### config.mk
export PLATFORM = sky130hd
export DESIGN_NAME = fft_8p_frame_buf_flat
export DESIGN_NICKNAME = d
export VERILOG_FILES = /design/src/rtl/fft_8p_frame_buf_if.sv /design/src/rtl/fft_8p_frame_buf.sv /design/src/flat_wrapper.sv
export SDC_FILE = /design/constraint.sdc
export NUM_CORES = 1
export LEC_CHECK = 0
export CORE_ASPECT_RATIO = 0.8
export CORE_MARGIN = 1.5
export CORE_UTILIZATION = 49
export DETAILED_ROUTE_END_ITERATION = 6
export GPL_TIMING_DRIVEN = 0
export PLACE_DENSITY = 0.82
export SETUP_SLACK_MARGIN = 0.4
export SYNTH_ARGS = -nofsm -noshare
export SYNTH_HDL_FRONTEND = slang
export SYNTH_SLANG_ARGS = --single-unit
export TNS_END_PERCENT = 1
### constraint.sdc
create_clock -name clk -period 2.3 [get_ports clk]
set_input_delay 0.46 -clock clk [delete_from_list [all_inputs] [get_ports clk]]
set_output_delay 0.46 -clock clk [all_outputs]
set_load 0.01 [all_outputs]
### src/rtl/fft_8p_frame_buf_if.sv
// fft_8p_frame_buf_if: sample stream in, parallel frame out, for the FFT input stage
interface fft_8p_frame_buf_if #(
  parameter int DATA_WIDTH = 16,
  parameter int N = 8
);
  logic s_valid, s_ready, s_last;
  logic signed [DATA_WIDTH-1:0] s_real, s_imag;
  logic m_valid, m_ready;
  logic signed [DATA_WIDTH-1:0] m_real [N-1:0];
  logic signed [DATA_WIDTH-1:0] m_imag [N-1:0];
  modport master (
    output s_valid, s_real, s_imag, s_last, m_ready,
    input  s_ready, m_valid, m_real, m_imag
  );
  modport slave (
    input  s_valid, s_real, s_imag, s_last, m_ready,
    output s_ready, m_valid, m_real, m_imag
  );
endinterface

### src/rtl/fft_8p_frame_buf.sv
// fft_8p_frame_buf: ping-pong frame collector, optional bit-reversed storage
module fft_8p_frame_buf #(
  parameter int DATA_WIDTH = 16,
  parameter int N = 8,
  parameter int BIT_REV = 1
) (
  input  logic clk,
  input  logic rst,
  fft_8p_frame_buf_if.slave bus_io,
  output logic frame_err_o,
  output logic [15:0] frame_cnt_o
);
  localparam int AW = $clog2(N);
  function automatic logic [AW-1:0] bitrev(input logic [AW-1:0] x);
    logic [AW-1:0] r;
    for (int i = 0; i < AW; i++) r[i] = x[AW-1-i];
    return r;
  endfunction
  logic signed [DATA_WIDTH-1:0] re_q [1:0][N-1:0];
  logic signed [DATA_WIDTH-1:0] im_q [1:0][N-1:0];
  logic [1:0] full_q, full_d;
  logic wr_sel_q, wr_sel_d, rd_sel_q, rd_sel_d, err_q, err_d;
  logic [AW-1:0] wr_idx_q, wr_idx_d, waddr;
  logic [15:0] cnt_q, cnt_d;
  logic acc, rd, last_idx, good;
  assign bus_io.s_ready = !rst && !full_q[wr_sel_q];
  assign bus_io.m_valid = full_q[rd_sel_q];
  assign bus_io.m_real = re_q[rd_sel_q];
  assign bus_io.m_imag = im_q[rd_sel_q];
  assign frame_err_o = err_q;
  assign frame_cnt_o = cnt_q;
  assign acc = bus_io.s_valid && bus_io.s_ready;
  assign rd = bus_io.m_valid && bus_io.m_ready;
  assign last_idx = wr_idx_q == AW'(N - 1);
  assign good = acc && last_idx && bus_io.s_last;
  assign waddr = (BIT_REV != 0) ? bitrev(wr_idx_q) : wr_idx_q;
  // write and release never hit the same bank: writes need an EMPTY bank, releases a FULL one
  always_comb begin
    full_d = full_q;
    if (good) full_d[wr_sel_q] = 1'b1;
    if (rd) full_d[rd_sel_q] = 1'b0;
    wr_sel_d = wr_sel_q ^ good;
    rd_sel_d = rd_sel_q ^ rd;
    wr_idx_d = !acc ? wr_idx_q : (last_idx || bus_io.s_last) ? '0 : wr_idx_q + AW'(1);
    err_d = acc && (bus_io.s_last != last_idx);
    cnt_d = cnt_q + 16'(rd);
  end
  always_ff @(posedge clk) begin
    if (rst) begin
      full_q <= '0;
      wr_sel_q <= 1'b0;
      rd_sel_q <= 1'b0;
      wr_idx_q <= '0;
      err_q <= 1'b0;
      cnt_q <= '0;
    end else begin
      full_q <= full_d;
      wr_sel_q <= wr_sel_d;
      rd_sel_q <= rd_sel_d;
      wr_idx_q <= wr_idx_d;
      err_q <= err_d;
      cnt_q <= cnt_d;
    end
  end
  always_ff @(posedge clk) begin
    if (rst) begin
      for (int b = 0; b < 2; b++)
        for (int i = 0; i < N; i++) begin
          re_q[b][i] <= '0;
          im_q[b][i] <= '0;
        end
    end else if (acc) begin
      re_q[wr_sel_q][waddr] <= bus_io.s_real;
      im_q[wr_sel_q][waddr] <= bus_io.s_imag;
    end
  end
endmodule

### src/flat_wrapper.sv
// flat-port wrapper written by rule: the top's interface ports become plain ports
module fft_8p_frame_buf_flat 
#(
  parameter int DATA_WIDTH = 16,
  parameter int N = 8,
  parameter int BIT_REV = 1
)
  (clk, rst, frame_err_o, frame_cnt_o, bus_io_s_valid, bus_io_s_real, bus_io_s_imag, bus_io_s_last, bus_io_m_ready, bus_io_s_ready, bus_io_m_valid, bus_io_m_real, bus_io_m_imag);
  fft_8p_frame_buf_if #(.DATA_WIDTH(DATA_WIDTH), .N(N)) bus_io_i ();
  input  logic clk;
  input  logic rst;
  output logic frame_err_o;
  output logic [15:0] frame_cnt_o;
  input wire logic [$bits(bus_io_i.s_valid)-1:0] bus_io_s_valid;
  input wire logic [$bits(bus_io_i.s_real)-1:0] bus_io_s_real;
  input wire logic [$bits(bus_io_i.s_imag)-1:0] bus_io_s_imag;
  input wire logic [$bits(bus_io_i.s_last)-1:0] bus_io_s_last;
  input wire logic [$bits(bus_io_i.m_ready)-1:0] bus_io_m_ready;
  output wire logic [$bits(bus_io_i.s_ready)-1:0] bus_io_s_ready;
  output wire logic [$bits(bus_io_i.m_valid)-1:0] bus_io_m_valid;
  output wire logic [$bits(bus_io_i.m_real)-1:0] bus_io_m_real;
  output wire logic [$bits(bus_io_i.m_imag)-1:0] bus_io_m_imag;
  assign bus_io_i.s_valid = bus_io_s_valid;
  assign bus_io_i.s_real = bus_io_s_real;
  assign bus_io_i.s_imag = bus_io_s_imag;
  assign bus_io_i.s_last = bus_io_s_last;
  assign bus_io_i.m_ready = bus_io_m_ready;
  assign bus_io_s_ready = bus_io_i.s_ready;
  assign bus_io_m_valid = bus_io_i.m_valid;
  assign bus_io_m_real = {>>{bus_io_i.m_real}};
  assign bus_io_m_imag = {>>{bus_io_i.m_imag}};
  fft_8p_frame_buf #(.DATA_WIDTH(DATA_WIDTH), .N(N), .BIT_REV(BIT_REV)) u_core (.clk(clk), .rst(rst), .bus_io(bus_io_i), .frame_err_o(frame_err_o), .frame_cnt_o(frame_cnt_o));
endmodule
=== Word-level counts from Yosys, hierarchy flattened ===
Memory sizes are Yosys's and may differ from the RTL's. A register that Yosys moved wholly into a read port is not among the register bits.
Index checks and enable logic that the tools add are counted.

* Register bits: 24
* Bits in latches: 0
* RAM bits: 512
* Memory bits (read-only): 0
* Bits of input ports: 37
* Memories: 2

{| class="wikitable"
|+ Memories
! name !! words !! width !! read ports !! clocked after Yosys merged registers in !! write ports !! line !! RTL
|-
| u_core.im_q || 2 || 128 || 1 || 1 || 2 || fft_8p_frame_buf.sv:20 || <nowiki>logic signed [DATA_WIDTH-1:0] im_q [1:0][N-1:0];</nowiki>
|-
| u_core.re_q || 2 || 128 || 1 || 1 || 2 || fft_8p_frame_buf.sv:19 || <nowiki>logic signed [DATA_WIDTH-1:0] re_q [1:0][N-1:0];</nowiki>
|}

* $add $sub $neg: 2
* Multipliers: 0
* Div/mod/pow operators: 0
* Order comparisons: 6
* Eq/ne operators: 2
* Shifts and indexed selects: 0
* Mux-type cells: 26
* Bitwise logic cells: 5
* Reduce and logical (&&, ||, !) cells: 14

{| class="wikitable"
|+ Operators with widths
! cell !! number
|-
| 2-to-1 mux 128 bit || 5
|-
| OR reduction 128 bit || 2
|-
| demux 16 bit (select 3 bit) || 1
|-
| adder 16 x 1 -> 16 bit || 1
|-
| 2-to-1 mux 16 bit || 1
|-
| 2-to-1 mux 1 bit || 14
|-
| logical AND 1 bit || 9
|-
| less-than comparator 1 x 2 -> 1 bit, second input constant || 2
|-
| less-than comparator 3 x 4 -> 1 bit, second input constant || 1
|-
| 2-to-1 mux 2 bit || 2
|-
| adder 3 x 1 -> 3 bit, second input constant || 1
|-
| == test 3 bit, second input constant || 1
|-
| greater-or-equal comparator 3 x 1 -> 1 bit, second input constant || 1
|-
| 2-to-1 mux 3 bit || 1
|-
| bitwise AND 2 bit || 1
|-
| demux 1 bit (select 1 bit) || 2
|-
| greater-or-equal comparator 1 bit, second input constant || 2
|-
| logical NOT 1 bit || 2
|-
| NOT 2 bit || 1
|-
| OR 2 bit || 1
|-
| bitwise XOR 1 bit || 2
|-
| logical OR 1 bit || 1
|-
| inequality test 1 bit || 1
|}

=== Depth between registers and ports, before layout ===
Gate-level depths: netlist (run 1).

* Word-level depth: 10
* Gate-level depth with buffers: 9

=== Worst setup path after synthesis (run 1) ===
Ideal clock, no wire load.

* Path type: reg2reg
* Start: register u_core.wr_idx_q[0]
* End: memory u_core.im_q[0][112] (netlist bit), enable pin
* Setup time: 388 ps
* Arrival time: 1906 ps
* Slack: 6 ps
* Cell stages (with the launch flop): 6
* Buffers on the path: 2
* Cells stage by stage: dfxtp_1 ha_1 ha_1 clkbuf_1 clkbuf_1 a21o_1

{| class="wikitable"
|+ RTL lines
! item !! line !! RTL
|-
| start, declared || fft_8p_frame_buf.sv:23 || <nowiki>logic [AW-1:0] wr_idx_q, wr_idx_d, waddr;</nowiki>
|-
| start signal, assigned || fft_8p_frame_buf.sv:60 || <nowiki>wr_idx_q <= wr_idx_d;</nowiki>
|-
| end, declared || fft_8p_frame_buf.sv:20 ||
|}

==> results.rst, run 1 <==
.. list-table::
   :header-rows: 1

   * - Metric
     - Value
   * - Max-slew headroom at the worst pin
     - 10.6%
   * - Maximum level of the CTS H-tree
     - 2
   * - Antenna viol nets, final
     - 0
   * - Netlist area before placement
     - 22100 um2
   * - Arrival time reported for the critical path endpoint
     - 2060 ps
   * - Final Core Density
     - 65.0%
   * - Measured slew at the worst slew-check pin
     - 1340 ps
   * - Endpoint class of the critical path
     - output port
   * - Iteration count of the initial detailed-routing pass
     - 5
   * - Internal power of the cells
     - 16.2 mW
   * - Aggregate routed wire length
     - 65.1 mm
   * - Highest cell delay on the worst timing path
     - 350 ps
   * - Start point of the critical path
     - u_core.rd_sel_q$_SDFF_PP0_
   * - Cell repeated most along the worst path
     - clkbuf_16
   * - Reg2Reg Setup Slack
     - -160 ps
   * - I/O pins
     - 312
   * - Launch instance of the worst register-to-register path
     - u_core.rd_sel_q$_SDFF_PP0_
   * - PnR Total Power
     - 20.8 mW
   * - Instance count along the most critical hold path
     - 3
   * - Power share of the sequential group
     - 54.0%
   * - Critical setup path kind
     - flip-flop to output port
   * - Number of flip-flops and latches in the synthesized netlist
     - 536
   * - Cell Chain, Critical Path
     - clkbuf_16 -> clkbuf_16 -> buf_16 -> buf_4 -> mux2_2 -> buf_2
   * - # rows
     - 69
   * - Count of final hold-check violations
     - 0
   * - Max Root-Sink Buffers
     - 3
   * - Worst flop-to-flop path endpoint
     - u_core.frame_cnt_o[14]$_SDFF_PP0_
   * - Maximum number of pins on one net before global-route repair
     - 33
   * - Sinks on the clock net
     - 536
   * - Maximum VDD drop
     - 730 uV
   * - Die X-Extent
     - 240 um
   * - TritonCTS buffer count
     - 53
   * - Number of global-route vias before repair
     - 12900
   * - Clk slew on worst S/H paths
     - 60 ps
   * - Number of port buffers
     - 311
   * - Fin nets
     - 1783
   * - Number of violations reported at the end of detailed-routing iteration 0
     - 1444
   * - Die height
     - 193 um
   * - R2r worst-path depth
     - 9
   * - Relative contribution of the clock network to total power
     - 39.6%
   * - Top-area cell type share of the netlist area
     - 69.7%
   * - Most frequent standard cell in the layout excluding fill and tap cells
     - edfxtp_1
   * - Switching Fraction
     - 22.4%
   * - HPWL Detailed
     - 39.6 mm
   * - Layout filler cell count
     - 3074
   * - P per Cell Area
     - 721 nW/um2
   * - Remaining design rule violation count
     - 0
   * - Root Buffer
     - clkbuf_16
   * - Crit start category
     - flip-flop
   * - Commonest cells after routing, fill and taps aside
     - edfxtp_1 (512), and2_1 (236), clkbuf_2 (150)
   * - Clock insertion delay at the later pin of the skew report
     - 600 ps
   * - DIE AREA
     - 46300 um2
   * - Library cells used by synthesis
     - 40
   * - Post-synth net total
     - 1368
   * - Synthesis warning total
     - 0
   * - Syn avg cell area
     - 16.7 um2
   * - First-pass GRT wire length
     - 88.8 mm
   * - Per-cell via count in the routed design
     - 5.62
   * - # setup viols final
     - 492
   * - CP Capture Point
     - bus_io_m_real[15]
   * - Clock Skew
     - 13.1 ps
   * - Outcome
     - finished with violations
   * - Total net switching power
     - 4.67 mW
   * - Final period utilization
     - 109%
   * - Fraction of the yosys area taken by sequential cells
     - 71.9%
   * - Unrepaired setup endpoints after global routing
     - yes
   * - Critical path depth
     - 6
   * - Antenna violations before repair
     - 6
   * - Buf+Inv Stages, Crit Path
     - 5
   * - Clock tree from TritonCTS
     - yes
   * - Combinational share of power
     - 6.4%
   * - Yosys top cell by area
     - edfxtp_1
   * - Worst endpoint required time
     - 1840 ps
   * - Count of hold buffers inserted by post-cts repair
     - 0
   * - Count of vias placed by the detailed router
     - 13400
   * - Starting Density
     - 49.6%
   * - Fraction of layout cells with a size suffix above 1
     - 41.1%
   * - Failing checks
     - negative setup slack
   * - Placer congestion estimate
     - 0.819
   * - GRT overflow
     - 0
   * - Worst hold path startpoint
     - bus_io_s_valid
   * - Worst hold path class
     - primary input to flip-flop
   * - Leakage component of the power
     - 11.8 nW
   * - Overall track demand over capacity in global routing
     - 27.3%
   * - Count of maximum capacitance violations
     - 0
   * - Worst Setup Slack, final
     - -215 ps
   * - Gate Count Post-Synth
     - 1322
   * - Area growth from synthesis to layout
     - 30.9%
   * - Top fanout value on the critical path
     - 6
   * - Area of the placeable core
     - 44500 um2
   * - Min Tclk post-route
     - 2520 ps
   * - Slowest cell on the critical path
     - dfxtp_4
   * - Number of max-slew violations in the final report
     - 0
   * - Final routed wire length divided by cell count
     - 27.3 um
   * - Worst path top cell family by delay
     - buffers and inverters
   * - Highest achievable clock rate
     - 398 MHz
   * - Top cells by area, synth
     - edfxtp_1 (70%), mux2_2 (13%), and2_1 (7.3%), dfxtp_1 (2.2%), and3_1 (2.0%)
## layout make-up
type,count,area [um2],share of cell area [%]
antenna,2,5.00,0.0173
buffer,76,900,3.11
clock buffer,66,1380,4.76
clock inverter,34,250,0.866
inverter,10,37.5,0.130
multi-input combinational,701,6470,22.4
sequential,536,15900,54.9
tap,603,754,2.61
timing repair buffer,359,3240,11.2
## per-layer routing
layer	share of wire (%)	global-route usage, %	vias up
met4	2.4	7.33	4
met1	43	38.6	6850
met2	47	43.3	664
met3	8.2	5.52	113
met5	0.038	0	-
li1	-	-	5777
## registers in the layout, summed over array words and instances (netlist names)
name                cells
u_core.wr_idx_q         3
u_core.re_q           256
u_core.full_q           2
u_core.wr_sel_q         1
u_core.frame_cnt_o     16
u_core.im_q           256
u_core.rd_sel_q         1
u_core.frame_err_o      1
## kinds of logic (layout without fill, tap and decap cells)
kind of cell,after synthesis,in the layout,synth area share [%]
simple gates,391,391,11.2
flops,536,536,71.9
mux,262,262,13.4
fa+ha+maj,9,9,0.510
compound gates,35,36,1.07
buf+inv,86,545,1.83
xor+xnor,3,3,0.119
other cells,0,2,0
## cells in the mapped netlist
cell	count
nand2b_4	1
and3_1	69
nor3_1	4
xnor2_1	1
ha_1	9
o21ai_0	6
nand2b_1	1
o31ai_1	5
and2_1	257
edfxtp_1	512
a41oi_1	1
and4b_2	1
nor4_4	2
buf_2	23
dfxtp_1	24
or3_1	4
nand2_1	6
nand4_2	1
and3b_2	1
buf_6	3
inv_1	10
or4_1	7
nor4_1	4
nor2_1	11
clkbuf_2	24
or2_2	7
clkbuf_1	26
and4bb_2	1
mux2_2	261
xor2_1	2
nand3_1	5
a31o_2	5
mux2_4	1
nor2b_1	5
a211oi_4	1
nand4_1	3
a21o_1	4
a21oi_1	12
nor4b_4	1
o22ai_1	1
## power groups by stage
stage / Clock [mW] / Combinational, mW / Sequential (mW)
2_1_floorplan: 0 / 0.536 / 11.4
3_3_place_gp: 0 / 1.31 / 11.4
3_5_place_dp: 0 / 1.33 / 11.4
4_1_cts: 8.27 / 1.35 / 11.2
5_1_grt: 8.66 / 1.41 / 11.3
6_report: 8.24 / 1.34 / 11.3
## repair_timing
action	4_1_cts	5_1_grt
setup endpoints to repair	1245	1281
pin swaps	1	4
gates resized for setup	751	487
setup buffers	4	38
gates cloned	3	4
## worst min-delay path by stage
stage / to / slack (ps)
after floorplan: u_core.wr_idx_q[1]$_SDFFE_PP0N_ / 480
after global placement: u_core.frame_cnt_o[12]$_SDFF_PP0_ / 500
after detailed placement: u_core.frame_cnt_o[8]$_SDFF_PP0_ / 510
after CTS: u_core.frame_cnt_o[8]$_SDFF_PP0_ / 520
after global routing: u_core.full_q[1]$_SDFF_PP0_ / 420
final: u_core.full_q[1]$_SDFF_PP0_ / 420
## worst min-delay path, stage by stage
cell,delay [ps]
dlymetal6s2s_1,210
a41oi_1,250
nor3_1,50
## metrics by stage
step	TNS (ps)	area (um2)	cells	hold slack, ps	setup slack [ps]
floorplan	0	22100	1322	483	264
global placement	-568680	26000	2236	500	-928
detailed placement	-653030	26000	2236	510	-1010
CTS	-239160	28400	2343	522	-534
global route	-66580	28900	2386	420	-279
finish	-35410	28900	2387	417	-215
(Power assumes the default switching activity.)
==> run 2, diff against run 1 <==
--- a/config.mk
+++ b/config.mk
@@ -8,6 +8,7 @@
 export CORE_ASPECT_RATIO = 0.8
 export CORE_MARGIN = 1.5
 export CORE_UTILIZATION = 49
+export CTS_CLUSTER_DIAMETER = 50
 export DETAILED_ROUTE_END_ITERATION = 6
 export GPL_TIMING_DRIVEN = 0
 export PLACE_DENSITY = 0.82
==> run 2 against run 1 <==
The run still ends with negative setup slack left. Sequential share of layout area decreased by 0.63 points. Global-route usage increased by 0.43 points. Clock skew is 4.1 ps higher. Utilization grew 0.74 points. Count of clock-buffer cells in the layout increased by 4. Clock power grew 2%. Non-clock buffer count up 4. Critical endpoint is now bus_io_m_real[79].
==> results.rst, run 2 (synthesis results as in run 1) <==
.. list-table::
   :header-rows: 1

   * - Metric
     - Value
   * - Fraction of layout cells with a size suffix above 1
     - 41.4%
   * - Per-cell via count in the routed design
     - 5.67
   * - Remaining design rule violation count
     - 0
   * - Leakage component of the power
     - 11.9 nW
   * - Antenna viol nets, final
     - 0
   * - Number of port buffers
     - 311
   * - Final routed wire length divided by cell count
     - 28.0 um
   * - Count of maximum capacitance violations
     - 0
   * - Failing checks
     - negative setup slack
   * - Overall track demand over capacity in global routing
     - 27.7%
   * - Endpoint class of the critical path
     - output port
   * - Top fanout value on the critical path
     - 7
   * - Measured slew at the worst slew-check pin
     - 1340 ps
   * - Final Core Density
     - 65.7%
   * - Highest cell delay on the worst timing path
     - 330 ps
   * - GRT overflow
     - 0
   * - Clock Skew
     - 17.2 ps
   * - Global Route met1 Usage
     - 39.0%
   * - Start point of the critical path
     - u_core.rd_sel_q$_SDFF_PP0_
   * - Arrival time reported for the critical path endpoint
     - 2140 ps
   * - Worst path top cell family by delay
     - buffers and inverters
   * - Final setup TNS
     - -40710 ps
   * - Count of hold buffers inserted by post-cts repair
     - 0
   * - Number of max-slew violations in the final report
     - 0
   * - Post-place setup slack
     - -1010 ps
   * - Clk slew on worst S/H paths
     - 60 ps
   * - Number of global-route vias before repair
     - 13000
   * - Instance count along the most critical hold path
     - 3
   * - P per Cell Area
     - 719 nW/um2
   * - Launch instance of the worst register-to-register path
     - u_core.rd_sel_q$_SDFF_PP0_
   * - Max-slew headroom at the worst pin
     - 10.4%
   * - Met3 Usage GRT
     - 5.44%
   * - Worst endpoint required time
     - 1840 ps
   * - Critical path depth
     - 7
   * - Starting Density
     - 49.6%
   * - Maximum number of pins on one net before global-route repair
     - 33
   * - # setup viols final
     - 496
   * - # rows
     - 69
   * - Iteration count of the initial detailed-routing pass
     - 5
   * - Most congested layer reported by global routing
     - met2
   * - Maximum level of the CTS H-tree
     - 2
   * - Area of the placeable core
     - 44500 um2
   * - Critical setup path kind
     - flip-flop to output port
   * - Clock insertion delay at the later pin of the skew report
     - 610 ps
   * - Worst hold path class
     - primary input to flip-flop
   * - Clock tree from TritonCTS
     - yes
   * - DIE AREA
     - 46300 um2
   * - R2r worst-path depth
     - 9
   * - Met2 track demand over resource
     - 43.6%
   * - Worst Setup Slack, final
     - -298 ps
   * - Max Root-Sink Buffers
     - 3
   * - Cell Chain, Critical Path
     - clkbuf_16 -> clkbuf_16 -> buf_12 -> buf_12 -> buf_6 -> mux2_4 -> buf_6
   * - Aggregate routed wire length
     - 66.9 mm
   * - HPWL Detailed
     - 39.6 mm
   * - Die X-Extent
     - 240 um
   * - Slowest cell on the critical path
     - dfxtp_2
   * - Min Tclk post-route
     - 2600 ps
   * - Most frequent standard cell in the layout excluding fill and tap cells
     - edfxtp_1
   * - Area growth from synthesis to layout
     - 32.4%
   * - Sinks on the clock net
     - 536
   * - Unrepaired setup endpoints after global routing
     - yes
   * - I/O pins
     - 312
   * - Antenna violations before repair
     - 2
   * - Die height
     - 193 um
   * - Fin nets
     - 1787
   * - Outcome
     - finished with violations
   * - Buf+Inv Stages, Crit Path
     - 6
   * - Number of violations reported at the end of detailed-routing iteration 0
     - 1257
   * - Worst hold path startpoint
     - bus_io_s_valid
   * - Root Buffer
     - clkbuf_16
   * - Count of vias placed by the detailed router
     - 13500
   * - Final period utilization
     - 113%
   * - Commonest cells after routing, fill and taps aside
     - edfxtp_1 (512), and2_1 (237), mux2_4 (167)
   * - Maximum VDD drop
     - 738 uV
   * - TritonCTS buffer count
     - 53
   * - Placer congestion estimate
     - 0.819
   * - Highest achievable clock rate
     - 385 MHz
   * - First-pass GRT wire length
     - 89.7 mm
   * - Crit start category
     - flip-flop
   * - Count of final hold-check violations
     - 0
[run 2: cell count changes in the layout (fill, tap and decap cells not counted), moves of 5 or more]
cell,previous run,this run
buf_4,12,17
dlymetal6s2s_1,27,21
clkbuf_2,150,124
mux2_2,120,95
mux2_4,142,167
buf_6,111,136
[run 2: stage by stage]
stage	hold slack (ps)	power [mW]	std cells	instance area, um2
CTS	522	21.0	2351	28800
floorplan	483	11.9	1322	22100
detailed placement	510	12.8	2236	26000
global route	427	21.5	2390	29200
global placement	500	12.7	2236	26000
finish	407	21.0	2390	29200
[run 2: layout make-up]
cell class	count	area (um2)
inverters	10	37.5
plain buffers	76	900
clock inverters	30	263
fillers	3036	15200
diodes	1	2.50
flip-flops and latches	536	15900
repair buffers	363	3450
clock buffers	70	1390
multi-input cells	701	6570
well taps	603	754
[run 2: layer usage]
layer,vias up,part of all wire [%]
li1,5790,-
met3,102,8.1
met1,6995,42
met2,652,47
met4,2,2.4
met5,-,0.018
[run 2: worst min-delay path, delay by kind of cell]
kind	cells	cell delay, ps
and+or+nand+nor	1	50
buffers and inverters	1	200
AOI/OAI and AO/OA	1	250
[run 2: timing repair]
action                                  in CTS  in global routing
endpoints found under the setup margin    1246               1281
resized for setup                          863                437
pin swaps                                    1                  4
cloned                                       5                  6
setup buffers                               10                 32
[run 2: path summary, 6_finish.rpt]
| path | endpoint | slack [ps] |
|---|---|---|
| max | bus_io_m_real[79] | -300 |
| min | u_core.full_q[1]$_SDFF_PP0_ | 410 |
| max reg2reg | u_core.frame_cnt_o[14]$_SDFF_PP0_ | -200 |
| min reg2reg | u_core.frame_cnt_o[8]$_SDFF_PP0_ | 520 |
[run 2: where the power goes]
| group | total [mW] | internal (mW) | switching [mW] |
|---|---|---|---|
| Clock | 8.39 | 4.63 | 3.76 |
| Combinational | 1.36 | 0.554 | 0.809 |
| Sequential | 11.3 | 11.1 | 0.127 |
